--- src/rtl/tdes_mode_sequencer_if.sv ---
// Stream and cipher-core bundle for the triple-DES mode sequencer.
// slave = sequencer side, master = environment (source, sink, core).
interface tdes_mode_sequencer_if #(
    parameter int BLOCK_W = 64
);
    logic               in_valid;
    logic               in_ready;
    logic [BLOCK_W-1:0] in_data;
    logic               out_valid;
    logic               out_ready;
    logic [BLOCK_W-1:0] out_data;
    logic               core_start;
    logic               core_encr_decr;
    logic [BLOCK_W-1:0] core_in;
    logic               core_done;
    logic [BLOCK_W-1:0] core_out;

    modport slave (
        input  in_valid, in_data, out_ready, core_done, core_out,
        output in_ready, out_valid, out_data,
        output core_start, core_encr_decr, core_in
    );

    modport master (
        output in_valid, in_data, out_ready, core_done, core_out,
        input  in_ready, out_valid, out_data,
        input  core_start, core_encr_decr, core_in
    );
endinterface

--- src/rtl/tdes_mode_sequencer.sv ---
// FIFO-buffered ECB/CBC block sequencer in front of a triple-DES core.
// Optional WAIT-state watchdog enabled by defining TDES_TIMEOUT_EN.
module tdes_mode_sequencer #(
    parameter int BLOCK_W        = 64,
    parameter int FIFO_DEPTH     = 4,
    parameter int TIMEOUT_CYCLES = 128
) (
    input  logic               clk,
    input  logic               nrst,
    tdes_mode_sequencer_if.slave bus,
    input  logic               mode_cbc,
    input  logic               encr_decr,
    input  logic               iv_load,
    input  logic [BLOCK_W-1:0] iv,
    output logic               busy,
    output logic               err_timeout
);
    localparam int PTR_W = (FIFO_DEPTH > 1) ? $clog2(FIFO_DEPTH) : 1;
    localparam int CNT_W = PTR_W + 1;

    typedef enum logic [1:0] {
        S_IDLE,
        S_START,
        S_WAIT,
        S_OUT
    } state_t;

    state_t r_state;
    state_t w_next;

    logic [BLOCK_W-1:0] r_mem [FIFO_DEPTH];
    logic [PTR_W-1:0]   r_wptr;
    logic [PTR_W-1:0]   r_rptr;
    logic [CNT_W-1:0]   r_count;

    logic [BLOCK_W-1:0] r_chain;
    logic [BLOCK_W-1:0] r_cur;
    logic               r_cbc;
    logic               r_encr;
    logic [BLOCK_W-1:0] r_core_in;
    logic               r_core_ed;
    logic [BLOCK_W-1:0] r_out_data;

    logic               w_full;
    logic               w_empty;
    logic               w_push;
    logic               w_pop;
    logic               w_iv_take;
    logic               w_done;
    logic               w_tmo;
    logic [BLOCK_W-1:0] w_head;
    logic               w_core_start;
    logic               w_out_valid;
    logic               w_busy;

    assign w_full    = (r_count == CNT_W'(FIFO_DEPTH));
    assign w_empty   = (r_count == '0);
    assign w_push    = bus.in_valid & ~w_full;
    assign w_iv_take = (r_state == S_IDLE) & iv_load;
    // iv_load takes priority over launching the head block
    assign w_pop     = (r_state == S_IDLE) & ~w_empty & ~iv_load;
    assign w_done    = (r_state == S_WAIT) & bus.core_done;
    assign w_head    = r_mem[r_rptr];

    // FIFO storage and pointers
    always_ff @(posedge clk or negedge nrst) begin
        if (!nrst) begin
            for (int i = 0; i < FIFO_DEPTH; i++) begin
                r_mem[i] <= '0;
            end
            r_wptr  <= '0;
            r_rptr  <= '0;
            r_count <= '0;
        end else begin
            if (w_push) begin
                r_mem[r_wptr] <= bus.in_data;
                r_wptr        <= r_wptr + 1'b1;
            end
            if (w_pop) begin
                r_rptr <= r_rptr + 1'b1;
            end
            unique case ({w_push, w_pop})
                2'b10:   r_count <= r_count + 1'b1;
                2'b01:   r_count <= r_count - 1'b1;
                default: r_count <= r_count;
            endcase
        end
    end

    // FSM state register
    always_ff @(posedge clk or negedge nrst) begin
        if (!nrst) begin
            r_state <= S_IDLE;
        end else begin
            r_state <= w_next;
        end
    end

    // FSM next state
    always_comb begin
        w_next = r_state;
        unique case (r_state)
            S_IDLE: begin
                if (w_pop) w_next = S_START;
            end
            S_START: begin
                w_next = S_WAIT;
            end
            S_WAIT: begin
                if (bus.core_done) w_next = S_OUT;
                else if (w_tmo)    w_next = S_IDLE;
            end
            S_OUT: begin
                if (bus.out_ready) w_next = S_IDLE;
            end
            default: w_next = S_IDLE;
        endcase
    end

    // FSM outputs
    always_comb begin
        w_core_start = 1'b0;
        w_out_valid  = 1'b0;
        w_busy       = ~w_empty;
        unique case (r_state)
            S_IDLE:  w_busy       = ~w_empty;
            S_START: begin
                w_core_start = 1'b1;
                w_busy       = 1'b1;
            end
            S_WAIT:  w_busy       = 1'b1;
            S_OUT: begin
                w_out_valid  = 1'b1;
                w_busy       = 1'b1;
            end
            default: w_busy       = 1'b1;
        endcase
    end

    // Launch capture and chaining datapath
    always_ff @(posedge clk or negedge nrst) begin
        if (!nrst) begin
            r_chain    <= '0;
            r_cur      <= '0;
            r_cbc      <= 1'b0;
            r_encr     <= 1'b0;
            r_core_in  <= '0;
            r_core_ed  <= 1'b0;
            r_out_data <= '0;
        end else begin
            if (w_pop) begin
                r_cur     <= w_head;
                r_cbc     <= mode_cbc;
                r_encr    <= encr_decr;
                r_core_ed <= encr_decr;
                r_core_in <= (mode_cbc & encr_decr) ?
                             (w_head ^ r_chain) : w_head;
            end
            if (w_iv_take) begin
                r_chain <= iv;
            end else if (w_done) begin
                if (r_cbc & ~r_encr) begin
                    r_out_data <= bus.core_out ^ r_chain;
                    r_chain    <= r_cur;
                end else if (r_cbc) begin
                    r_out_data <= bus.core_out;
                    r_chain    <= bus.core_out;
                end else begin
                    r_out_data <= bus.core_out;
                end
            end
        end
    end

`ifdef TDES_TIMEOUT_EN
    localparam int TW = $clog2(TIMEOUT_CYCLES + 1);

    logic [TW-1:0] r_tmo_cnt;
    logic          r_err;

    assign w_tmo = (r_state == S_WAIT) & ~bus.core_done &
                   (r_tmo_cnt == TW'(TIMEOUT_CYCLES - 1));

    // Abandoned block leaves chain untouched; flag stays until reset
    always_ff @(posedge clk or negedge nrst) begin
        if (!nrst) begin
            r_tmo_cnt <= '0;
            r_err     <= 1'b0;
        end else begin
            if ((r_state == S_WAIT) & ~bus.core_done & ~w_tmo) begin
                r_tmo_cnt <= r_tmo_cnt + 1'b1;
            end else begin
                r_tmo_cnt <= '0;
            end
            if (w_tmo) begin
                r_err <= 1'b1;
            end
        end
    end

    assign err_timeout = r_err;
`else
    assign w_tmo       = 1'b0;
    assign err_timeout = 1'b0;
`endif

    assign bus.in_ready       = ~w_full;
    assign bus.out_valid      = w_out_valid;
    assign bus.out_data       = r_out_data;
    assign bus.core_start     = w_core_start;
    assign bus.core_encr_decr = r_core_ed;
    assign bus.core_in        = r_core_in;
    assign busy               = w_busy;
endmodule

--- src/flat_wrapper.sv ---
// flat-port wrapper written by rule: the top's interface ports become plain ports
module tdes_mode_sequencer_flat 
#(
    parameter int BLOCK_W        = 64,
    parameter int FIFO_DEPTH     = 4,
    parameter int TIMEOUT_CYCLES = 128
)
  (clk, nrst, mode_cbc, encr_decr, iv_load, iv, busy, err_timeout, bus_in_valid, bus_in_data, bus_out_ready, bus_core_done, bus_core_out, bus_in_ready, bus_out_valid, bus_out_data, bus_core_start, bus_core_encr_decr, bus_core_in);
  tdes_mode_sequencer_if #(.BLOCK_W(BLOCK_W)) bus_i ();
  input  logic clk;
  input  logic nrst;
  input  logic mode_cbc;
  input  logic encr_decr;
  input  logic iv_load;
  input  logic [BLOCK_W-1:0] iv;
  output logic busy;
  output logic err_timeout;
  input wire logic [$bits(bus_i.in_valid)-1:0] bus_in_valid;
  input wire logic [$bits(bus_i.in_data)-1:0] bus_in_data;
  input wire logic [$bits(bus_i.out_ready)-1:0] bus_out_ready;
  input wire logic [$bits(bus_i.core_done)-1:0] bus_core_done;
  input wire logic [$bits(bus_i.core_out)-1:0] bus_core_out;
  output wire logic [$bits(bus_i.in_ready)-1:0] bus_in_ready;
  output wire logic [$bits(bus_i.out_valid)-1:0] bus_out_valid;
  output wire logic [$bits(bus_i.out_data)-1:0] bus_out_data;
  output wire logic [$bits(bus_i.core_start)-1:0] bus_core_start;
  output wire logic [$bits(bus_i.core_encr_decr)-1:0] bus_core_encr_decr;
  output wire logic [$bits(bus_i.core_in)-1:0] bus_core_in;
  assign bus_i.in_valid = bus_in_valid;
  assign bus_i.in_data = bus_in_data;
  assign bus_i.out_ready = bus_out_ready;
  assign bus_i.core_done = bus_core_done;
  assign bus_i.core_out = bus_core_out;
  assign bus_in_ready = bus_i.in_ready;
  assign bus_out_valid = bus_i.out_valid;
  assign bus_out_data = bus_i.out_data;
  assign bus_core_start = bus_i.core_start;
  assign bus_core_encr_decr = bus_i.core_encr_decr;
  assign bus_core_in = bus_i.core_in;
  tdes_mode_sequencer #(.BLOCK_W(BLOCK_W), .FIFO_DEPTH(FIFO_DEPTH), .TIMEOUT_CYCLES(TIMEOUT_CYCLES)) u_core (.clk(clk), .nrst(nrst), .bus(bus_i), .mode_cbc(mode_cbc), .encr_decr(encr_decr), .iv_load(iv_load), .iv(iv), .busy(busy), .err_timeout(err_timeout));
endmodule
--- config.mk ---
export PLATFORM = sky130hd
export DESIGN_NAME = tdes_mode_sequencer_flat
export DESIGN_NICKNAME = d
export VERILOG_FILES = /design/src/rtl/tdes_mode_sequencer_if.sv /design/src/rtl/tdes_mode_sequencer.sv /design/src/flat_wrapper.sv
export SDC_FILE = /design/constraint.sdc
export NUM_CORES = 1
export LEC_CHECK = 0
export CORE_MARGIN = 2
export CORE_UTILIZATION = 55
export DETAILED_ROUTE_END_ITERATION = 8
export GPL_TIMING_DRIVEN = 0
export PLACE_DENSITY_LB_ADDON = 0.2
export SYNTH_ARGS = -nofsm -noshare
export SYNTH_HDL_FRONTEND = slang
export SYNTH_SLANG_ARGS = --single-unit
--- constraint.sdc ---
create_clock -name clk -period 7.3 [get_ports clk]
set_input_delay 1.095 -clock clk [delete_from_list [all_inputs] [get_ports clk]]
set_output_delay 1.095 -clock clk [all_outputs]
set_load 0.005 [all_outputs]
# Word-level counts from Yosys, hierarchy flattened
# Cells that the tools add are included.
# totals
regBits	523
in_bits	200
output_inout_bits	134
wordCells	76
# classes
add_sub_neg	4
n_lt_le_gt_ge	3
n_eq_ne	9
mux	20
bitwise	16
n_reduce_logical	10
# op_table
cell	n
64-bit two-way mux	9
256-bit bitwise mux	1
64-bit binary-select mux with 2-bit select	1
64-bit demux with 2-bit select	1
64-bit bitwise XOR	2
2-bit case mux with 4 select lines	1
1-bit bitwise AND	7
2-bit == test (second input constant)	3
3-bit greater-or-equal comparator (second input constant)	2
2-bit two-way mux	3
2-bit inverter with 3-bit output	2
3-bit case mux with 2 select lines	1
1-bit inverter	5
2-bit by 1-bit adder with 2-bit output (second input constant)	2
2-bit by 1-bit == test with 1-bit output (second input constant)	2
2-bit inequality test (second input constant)	2
2-bit AND reduction	2
2-bit nonzero test	2
3-bit by 1-bit adder with 3-bit output (second input constant)	1
3-bit == test (second input constant)	1
3-bit zero test	1
3-bit by 1-bit less-than comparator with 1-bit output (second input constant)	1
3-bit AND reduction	1
3-bit nonzero test	1
7 further kinds	8

# Longest topological paths before layout
# Gate-level depths: netlist of run 1.
# depth
depth_word	6
mapped_depth	12
mapped_depth_nobuf	10

# Least setup slack after synthesis of run 1
# No wires, ideal clock.
# synth_timing
path_type	input to register
from	in iv_load
to	reg u_core.r_count[2]
arrival_ns	2.985
slack_ns	4.236
path_stages	10
n_path_buf	2
path_cell_list	or3b_1 -> buf_2 -> inv_1 -> clkbuf_1 -> ha_1 -> inv_1 -> fa_1 -> xor2_1 -> nor2_1 -> xor2_1
# synth_between
elab_chain_cells	4
# synth_rtl
item	line	source
from (decl)	flat_wrapper.sv:14	input logic iv_load;
1-bit inverter (*)	tdes_mode_sequencer.sv:61	assign w_pop = (r_state == S_IDLE) & ~w_empty & ~iv_load;
1-bit bitwise AND (*)	tdes_mode_sequencer.sv:61	
net u_core.w_pop	tdes_mode_sequencer.sv:47	logic w_pop;
2-bit by 1-bit == test with 1-bit output or 2-bit == test (tied branches)	tdes_mode_sequencer.sv:82	unique case ({w_push, w_pop})
3-bit case mux with 2 select lines or 2-bit nonzero test (tied branches)	--	
to (signal assigned)	tdes_mode_sequencer.sv:83	2'b10: r_count <= r_count + 1'b1;
to (signal assigned)	tdes_mode_sequencer.sv:84	2'b01: r_count <= r_count - 1'b1;
to (signal assigned)	tdes_mode_sequencer.sv:85	default: r_count <= r_count;
to (decl)	tdes_mode_sequencer.sv:34	logic [CNT_W-1:0] r_count;
# The timed path passes the listed nets; every way through them passes the cells marked *.
# A chain may end at the register's enable or synchronous reset.

# Worst setup path after layout of run 1
# Same ends and word-level chain as after synthesis.

==> results of run 1 <==
-- stage by stage --
stage / TNS, ns / instance area (um^2) / setup WS (ns) / instances
CTS: 0 / 29600 / 3.80 / 2973
global placement: -9019.60 / 27700 / -17.33 / 2872
finish: 0 / 29600 / 3.78 / 2976
global route: 0 / 29600 / 3.63 / 2975
detailed placement: 0 / 27800 / 3.17 / 2876
floorplan: 0 / 23700 / 4.24 / 1994
-- kinds of logic (layout without fill, tap and decap cells) --
kind of cell | Yosys count | in the layout | synth area share
AND/OR/NAND/NOR | 536 | 536 | 0.0860
flip-flops | 523 | 523 | 0.553
multiplexers | 386 | 386 | 0.211
AO/OA/AOI/OAI | 261 | 261 | 0.0693
buffers and inverters | 142 | 575 | 0.0255
XOR/XNOR | 134 | 134 | 0.0496
adder cells (fa/ha/maj) | 11 | 11 | 0.00613
other | 1 | 4 | 0.000158
-- registers in the layout, indices dropped and copies added (netlist names), 2 cells and up --
| name | count |
|---|---|
| u_core.r_mem | 256 |
| u_core.bus.core_in | 64 |
| u_core.bus.out_data | 64 |
| u_core.r_chain | 64 |
| u_core.r_cur | 64 |
| u_core.r_count | 3 |
| u_core.r_rptr | 2 |
| u_core.r_state | 2 |
| u_core.r_wptr | 2 |
-- cell type report --
cell class	instances	area (um^2)
sequential	523	13100
tap	546	683
fill	3160	13200
buffer	131	562
timing repair buffer	336	3440
clock buffer	77	1590
antenna	3	7.51
multi-input combinational	1329	9990
clock inverter	20	164
inverter	11	41.3
-- per-layer routing --
metal	vias to the layer above	global-route usage	routed length, um	part of all wire
li1	7619	-	-	-
met1	8633	0.403	27100	0.41
met2	582	0.479	31200	0.48
met3	138	0.0639	4770	0.073
met4	8	0.116	2230	0.034
met5	-	0	51	0.00078
-- final timing paths --
check | endpoint | start | slack (ns)
setup reg to reg | u_core.r_count[2]$_DFFE_PN0P_ | u_core.r_state[0]$_DFFE_PN0P_ | 3.97
max in group asynchronous | u_core.r_state[1]$_DFFE_PN0P_ | nrst | 5.28
hold reg to reg | u_core.r_cur[15]$_DFFE_PN0P_ | u_core.r_cur[15]$_DFFE_PN0P_ | 0.47
setup / recovery | u_core.r_count[2]$_DFFE_PN0P_ | iv_load | 3.78
min in group clk | u_core.r_cur[15]$_DFFE_PN0P_ | u_core.r_cur[15]$_DFFE_PN0P_ | 0.47
hold / removal | u_core.bus.out_data[10]$_DFFE_PN0P_ | nrst | 0.44
-- synthesized netlist by cell type --
cell      instances
buf_4             2
o21ai_0          66
or3b_1            1
inv_1            11
a21oi_1          64
nor2b_1           1
mux2_1            1
ha_1             10
a32oi_1           1
nor3_1            1
fa_1              1
dfrtp_1         523
mux2_2          256
a222oi_1          1
a21o_1           64
a21boi_2          1
conb_1            1
nand2_1         396
nand2_2           4
clkbuf_1         73
nor2_1          131
xnor2_1           4
xor2_1          130
and2_1            1
buf_2            50
a211oi_1         64
buf_1             6
mux2i_1          65
mux4_2           64
and3_1            1
-- report_power, final --
part | internal (mW) | total (mW) | switching, mW
registers | 4.33 | 5.14 | 0.810
logic | 2.85 | 5.51 | 2.66
clock network | 1.58 | 2.74 | 1.17
==> flow_metrics.env, run 1 <==
export IMPL_status="finished, final reports clean"
export IMPL_hold_viol_final=0
export IMPL_root_buffer="clkbuf_16"
export IMPL_ys_seq_elements=523
export IMPL_clkTransAtPathRegs_ns=0.07
export IMPL_fmax_mhz=284
export IMPL_cts_buffers=53
export IMPL_cp_slowest_cell="clkbuf_1"
export IMPL_post_route_min_period_ns=3.52
export IMPL_cp_arrival_ns=4.05
export IMPL_via_per_inst=5.71
export IMPL_cts_tree="built"
export IMPL_first_pass_iters=5
export IMPL_crit_path_max_fanout=10
export IMPL_seq_area_frac_synth=0.553
export IMPL_start_kind="primary input"
export IMPL_clkLatencyLatePin_ns=0.61
export IMPL_synth_nets=2205
export IMPL_crit_buf_inv=5
export IMPL_track_usage=0.299
export IMPL_die_h_um=211
export IMPL_rsz0062_at_grt="false"
export IMPL_die_w_um=211
export IMPL_grt_antenna_before_repair=8
export IMPL_grt_max_degree=124
export IMPL_period_share=0.482
export IMPL_h_tree_depth=2
export IMPL_yosysTopAreaCell="dfrtp_1"
export IMPL_cts_buffer_depth=3
export IMPL_synth_cell_type_count=30
export IMPL_layout_common_cells="523 x dfrtp_1, 396 x nand2_1, 331 x clkdlybuf4s50_1"
export IMPL_ys_top_cells_by_area="dfrtp_1 55%, mux2_2 12%, nand2_1 6.3%, mux4_2 6.1%, xor2_1 4.8%"
export IMPL_syn_to_final_growth_pct=24.8
export IMPL_vias=16980
export IMPL_drc=0
export IMPL_rows=76
export IMPL_tightest_slew_ns=1.03
export IMPL_synth_top_area_share=0.553
export IMPL_skew_ns=0.0200
export IMPL_drive_above_1_share=0.194
export IMPL_start_util=0.553
export IMPL_num_io_pins=334
export IMPL_hold_ws_ns=0.442
export IMPL_dp_hpwl_um=45200
export IMPL_worstRegToRegCells=12
export IMPL_core_mm2=0.0428
export IMPL_avgSynthCellArea_um2=11.9
export IMPL_cts_hold_buffers=0
export IMPL_path_class="in2reg"
export IMPL_relSlewSlack=0.316
export IMPL_antenna_left=0
export IMPL_endpoint_kind="flip-flop"
export IMPL_port_buffers=332
export IMPL_grt_pass1_vias=17812
export IMPL_crit_family="buffers and inverters"
export IMPL_synth_warnings=0
export IMPL_synth_cells=1994
export IMPL_clkSinkCount=523
export IMPL_critPathMaxStageDelay_ns=0.53
export IMPL_gp_congestion=0.873
export IMPL_drv_slew=0
export IMPL_drv_cap=0
export IMPL_cts_resized=0
export IMPL_p_leak_nw=13.0
export IMPL_syn_area_mm2=0.0237
export IMPL_powerDensity_mw_per_mm2=453
export IMPL_ir_drop_mv=0.248
export IMPL_cts_setup_buffers=0
export IMPL_cp_required_ns=7.83
export IMPL_setup_viol=0
export IMPL_worstHoldPathType="in2async"
export IMPL_die_area_mm2=0.0447
export IMPL_power_mw=13.4
export IMPL_cp_cell_sequence="clkdlybuf4s50_1, or3b_1, buf_2, inv_1, clkbuf_1, ha_1, inv_1, fa_1, xor2_1, nor2_1, xor2_1"
export IMPL_crit_cells=11
export IMPL_grt_overflow=0
export IMPL_grt_pass1_wl_um=101000
export IMPL_wirelength_um=65300
export IMPL_first_iter_violations=1397
export IMPL_final_common_cell="dfrtp_1"
export IMPL_wire_per_inst_um=22.0
export IMPL_fin_util=0.691
export IMPL_nets=2596
Note: power is estimated with default switching activity, not from simulation.
==> run 2: changes to the inputs <==
==> constraint.sdc (replaced) <==
create_clock -name clk -period 3.4 [get_ports clk]
set_input_delay 0.51 -clock clk [delete_from_list [all_inputs] [get_ports clk]]
set_output_delay 0.51 -clock clk [all_outputs]
set_load 0.005 [all_outputs]
==> run 2 against run 1 <==
  * Routed wire length grew 0.16%
  * Worst hold slack gained 0.0087 ns
  * Core utilization is essentially flat
==> flow_metrics.env, run 2 (synthesis results as in run 1) <==
export IMPL_drv_cap=0
export IMPL_wl_met3_um=4600
export IMPL_port_buffers=332
export IMPL_top_register="u_core.r_mem"
export IMPL_root_buffer="clkbuf_16"
export IMPL_cts_buffer_depth=3
export IMPL_ir_drop_mv=0.530
export IMPL_fin_util=0.691
export IMPL_post_route_min_period_ns=3.09
export IMPL_cts_tree="built"
export IMPL_endpoint_kind="flip-flop"
export IMPL_r2r_slack_ns=0.31
export IMPL_grt_pass1_vias=17812
export IMPL_first_pass_iters=5
export IMPL_fillCellCount=3158
export IMPL_period_share=0.910
export IMPL_regArea_mm2=0.0131
export IMPL_top_layer="met5"
export IMPL_via_per_inst=5.70
export IMPL_grt_pass1_wl_um=101000
export IMPL_drv_slew=0
export IMPL_first_iter_violations=1348
export IMPL_tightest_slew_ns=1.04
export IMPL_multi_input_area_mm2=0.00999
export IMPL_dp_hpwl_um=45200
export IMPL_gp_congestion=0.873
export IMPL_cp_required_ns=3.93
export IMPL_largest_reg_flops=256
export IMPL_clkSinkCount=523
export IMPL_worst_slack_ns=0.307
export IMPL_core_mm2=0.0428
export IMPL_track_usage=0.299
export IMPL_grt_max_degree=124
export IMPL_relSlewSlack=0.310
export IMPL_antenna_left=0
export IMPL_final_common_cell="dfrtp_1"
export IMPL_setup_viol=0
export IMPL_layout_common_cells="523 x dfrtp_1, 396 x nand2_1, 331 x clkdlybuf4s50_1"
export IMPL_powerDensity_mw_per_mm2=973
export IMPL_wirelength_um=65400
export IMPL_design_area_mm2=0.0296
export IMPL_grt_overflow=0
export IMPL_m1WireLength_um=27300
export IMPL_cts_buffers=53
export IMPL_placed_cell_area_mm2=0.0278
export IMPL_nets=2596
export IMPL_status="finished, final reports clean"
export IMPL_rsz0062_at_grt="false"
export IMPL_cts_resized=0
export IMPL_worstHoldPathType="in2async"
export IMPL_cts_setup_buffers=0
export IMPL_cp_arrival_ns=3.62
export IMPL_tns_ns=0
export IMPL_h_tree_depth=2
export IMPL_hold_ws_ns=0.451
export IMPL_dp_slack_ns=-0.142
export IMPL_drive_above_1_share=0.194
export IMPL_wl_met2_um=31300
export IMPL_die_w_um=211
export IMPL_path_class="reg2reg"
export IMPL_vias=16959
export IMPL_num_io_pins=334
export IMPL_start_util=0.553
export IMPL_crit_path_max_fanout=14
export IMPL_start_kind="flip-flop"
export IMPL_hold_viol_final=0
export IMPL_rows=76
export IMPL_skew_ns=0.0195
export IMPL_die_h_um=211
export IMPL_fmax_mhz=323
export IMPL_grt_antenna_before_repair=8
export IMPL_clkTransAtPathRegs_ns=0.06
export IMPL_wire_per_inst_um=22.0
export IMPL_drc=0
export IMPL_syn_to_final_growth_pct=24.9
export IMPL_die_area_mm2=0.0447
export IMPL_p_leak_nw=13.0
export IMPL_clkLatencyLatePin_ns=0.61
[run 2: cell count changes in the layout (fill, tap and decap cells not counted)]
cell,previous run,this run
clkbuf_1,82,81
dlygate4sd3_1,0,1
[run 2: per-stage QoR]
stage,power (mW),std cells
floorplan,18.2,1994
finish,28.8,2976
global route,30.5,2975
CTS,28.8,2974
detailed placement,22.9,2876
global placement,22.4,2872
[run 2: routing by layer]
layer | track usage | up-vias
met5 | 0 | -
met4 | 0.116 | 8
met3 | 0.0639 | 132
met2 | 0.479 | 580
met1 | 0.403 | 8619
li1 | - | 7620
[run 2: final timing paths]
| check | cells after the start | end | from |
|---|---|---|---|
| worst max-delay path | 11 | u_core.r_count[2]$_DFFE_PN0P_ | u_core.r_state[0]$_DFFE_PN0P_ |
| worst min-delay path | 2 | u_core.bus.out_data[10]$_DFFE_PN0P_ | nrst |
| worst max register to register | 11 | u_core.r_count[2]$_DFFE_PN0P_ | u_core.r_state[0]$_DFFE_PN0P_ |
| worst min register to register | 2 | u_core.r_cur[15]$_DFFE_PN0P_ | u_core.r_cur[15]$_DFFE_PN0P_ |
| max in group asynchronous | 4 | u_core.r_mem[112]$_DFFE_PN0P_ | nrst |
| min in group clk | 2 | u_core.r_cur[15]$_DFFE_PN0P_ | u_core.r_cur[15]$_DFFE_PN0P_ |
[run 2: cell type report]
class,instances,share of cell area
flip-flops and latches,523,0.443
multi-input cells,1329,0.338
repair buffers,337,0.117
clock buffers,77,0.0537
well taps,546,0.0231
plain buffers,130,0.0189
clock inverters,20,0.00554
inverters,11,0.00140
diodes,3,0.000254
[run 2: critical path, stage by stage, from the launching register on]
cell	delay, ns
dfrtp_1	0.40
inv_1	0.13
ha_1	0.23
or3b_1	0.35
buf_2	0.21
inv_1	0.52
ha_1	0.32
inv_1	0.07
fa_1	0.37
xor2_1	0.15
nor2_1	0.11
xor2_1	0.15
[run 2: report_power, final]
group	total [mW]	internal (mW)	leakage (nW)	switching, mW
combinational	11.8	6.12	5.87	5.71
sequential	11.0	9.30	6.30	1.74
clock	5.88	3.39	0.878	2.50
[run 2: what timing repair did]
item,in CTS,in global routing
setup endpoints to repair,0,1
hold buffers,1,0
hold endpoints to repair,70,0
==> run 3: changes to the inputs <==
--- a/config.mk
+++ b/config.mk
@@ -10,6 +10,7 @@
 export DETAILED_ROUTE_END_ITERATION = 8
 export GPL_TIMING_DRIVEN = 0
 export PLACE_DENSITY_LB_ADDON = 0.2
+export REMOVE_ABC_BUFFERS = 1
 export SYNTH_ARGS = -nofsm -noshare
 export SYNTH_HDL_FRONTEND = slang
 export SYNTH_SLANG_ARGS = --single-unit
==> run 3 against run 2 <==
  * Die area unchanged
  * Routed wire length down 11%
  * Final cell count down 3.3%
  * Total power up 1.5%
  * Clock skew down 0.0057 ns
  * Worst setup slack worse by 0.10 ns
  * Sequential power about the same
  * Critical path type unchanged
  * Largest power group unchanged
==> flow_metrics.env, run 3 (synthesis results as in run 1) <==
export IMPL_cp_arrival_ns=3.72
export IMPL_fillCellCount=3061
export IMPL_tightest_slew_ns=0.786
export IMPL_setup_viol=0
export IMPL_cp_cell_sequence="inv_2, ha_4, or3b_4, buf_12, buf_12, clkinv_8, buf_16, ha_1, inv_1, fa_1, xor2_1, nor2_1, xor2_1"
export IMPL_num_io_pins=334
export IMPL_power_switching_mw=9.52
export IMPL_rows=76
export IMPL_clkPwrFrac=0.222
export IMPL_first_iter_violations=1068
export IMPL_clkLatencyLatePin_ns=0.60
export IMPL_seqPwrFrac=0.382
export IMPL_ir_drop_mv=0.622
export IMPL_h_tree_depth=2
export IMPL_grt_pass1_vias=16994
export IMPL_critPathMaxStageDelay_ns=0.43
export IMPL_p_leak_nw=13.2
export IMPL_rsz0062_at_grt="false"
export IMPL_status="finished, final reports clean"
export IMPL_cts_tree="built"
export IMPL_wire_per_inst_um=20.2
export IMPL_port_buffers=332
export IMPL_clkTransAtPathRegs_ns=0.06
export IMPL_grt_max_degree=127
export IMPL_stdcell_count=2878
export IMPL_drive_above_1_share=0.197
export IMPL_fmax_mhz=313
export IMPL_hold_ws_ns=0.477
export IMPL_switching_share=0.326
export IMPL_hold_viol_final=0
export IMPL_vias=16147
export IMPL_core_mm2=0.0428
export IMPL_antenna_left=0
export IMPL_final_common_cell="dfrtp_1"
export IMPL_nets=2496
export IMPL_die_w_um=211
export IMPL_root_buffer="clkbuf_16"
export IMPL_period_share=0.940
export IMPL_power_mw=29.2
export IMPL_grt_overflow=0
export IMPL_start_util=0.553
export IMPL_die_h_um=211
export IMPL_grt_pass1_wl_um=92000
export IMPL_relSlewSlack=0.476
export IMPL_drv_cap=0
export IMPL_post_route_min_period_ns=3.20
export IMPL_first_pass_iters=8
export IMPL_cts_buffers=56
export IMPL_top_register="u_core.r_mem"
export IMPL_endpoint_kind="flip-flop"
export IMPL_internal_power_mw=19.7
export IMPL_grt_antenna_before_repair=5
export IMPL_clkSinkCount=523
export IMPL_drc=0
export IMPL_largest_reg_flops=256
export IMPL_dp_hpwl_um=36300
export IMPL_dpl_cell_count=2768
export IMPL_cts_buffer_depth=3
export IMPL_start_kind="flip-flop"
export IMPL_track_usage=0.265
export IMPL_wirelength_um=58000
export IMPL_gp_congestion=0.759
export IMPL_cp_required_ns=3.92
export IMPL_p_comb_frac=0.396
export IMPL_syn_to_final_growth_pct=26.3
export IMPL_regArea_mm2=0.0131
export IMPL_via_per_inst=5.61
export IMPL_die_area_mm2=0.0447
export IMPL_drv_slew=0
export IMPL_layout_common_cells="521 x dfrtp_1, 395 x nand2_1, 331 x clkdlybuf4s50_1"
export IMPL_multi_input_area_mm2=0.0101
export IMPL_worstHoldPathType="reg2reg"
export IMPL_path_class="reg2reg"
export IMPL_powerDensity_mw_per_mm2=976
export IMPL_cp_slowest_cell="or3b_4"
export IMPL_crit_path_max_fanout=52
export IMPL_skew_ns=0.0138
[run 3: critical path: cells and delay by family, from the launching register on]
| family | cells | cell delay [ns] |
|---|---|---|
| buffers and inverters | 6 | 0.97 |
| adders and majority gates | 3 | 0.83 |
| and+or+nand+nor | 2 | 0.55 |
| DFF | 1 | 0.41 |
| xor gates and xnor gates | 2 | 0.30 |
[run 3: metrics by stage]
| stage | area [um^2] | setup TNS [ns] | setup WS, ns | util |
|---|---|---|---|---|
| 6_report | 29900 | 0 | 0.204 | 0.699 |
| 5_1_grt | 29900 | 0 | 0.0391 | 0.699 |
| 4_1_cts | 29900 | 0 | 0.0552 | 0.699 |
| 3_5_place_dp | 27800 | -1.21 | -0.645 | 0.651 |
| 3_3_place_gp | 27100 | - | -20.81 | 0.634 |
| 2_1_floorplan | 23100 | -756.51 | -4.19 | - |
[run 3: repair_timing]
item,CTS,global route
gates resized for setup,5,4
setup endpoints to repair,2,1
gates cloned,3,0
hold buffers,1,0
endpoints found under the hold margin,77,0
buffers inserted,1,0
pin swaps,0,1
[run 3: worst paths after layout]
path / start / end / slack, ns / depth (start not counted)
worst max-delay path: u_core.r_state[0]$_DFFE_PN0P_ / u_core.r_count[2]$_DFFE_PN0P_ / 0.20 / 13
worst min-delay path: u_core.r_cur[59]$_DFFE_PN0P_ / u_core.r_cur[59]$_DFFE_PN0P_ / 0.48 / 2
worst max register to register: u_core.r_state[0]$_DFFE_PN0P_ / u_core.r_count[2]$_DFFE_PN0P_ / 0.20 / 13
worst min register to register: u_core.r_cur[59]$_DFFE_PN0P_ / u_core.r_cur[59]$_DFFE_PN0P_ / 0.48 / 2
max in group asynchronous: nrst / u_core.bus.out_data[38]$_DFFE_PN0P_ / 1.31 / 4
min in group asynchronous: nrst / u_core.bus.out_data[53]$_DFFE_PN0P_ / 0.52 / 2
[run 3: area by class of cell]
class                   count  share of cell area
diodes                      2            0.000167
clock buffers              79              0.0531
multi-input cells        1331               0.337
clock inverters            24              0.0125
repair buffers            362               0.134
flip-flops and latches    523               0.438
well taps                 546              0.0228
inverters                  11             0.00180
[run 3: power groups by stage]
stage / Combinational (mW) / Clock (mW) / Sequential [mW]
6_report: 11.5 / 6.49 / 11.2
5_1_grt: 12.6 / 6.86 / 11.5
4_1_cts: 11.7 / 6.61 / 11.1
3_5_place_dp: 11.5 / 0 / 11.2
3_3_place_gp: 10.4 / 0 / 11.3
2_1_floorplan: 7.39 / 0 / 10.9
[run 3: routing by layer]
layer / track usage / routed length (um) / vias up
li1: - / - / 7438
met1: 0.342 / 24300 / 8218
met2: 0.452 / 29000 / 372
met3: 0.0553 / 3060 / 113
met4: 0.0840 / 1660 / 6
met5: 0 / 40 / -
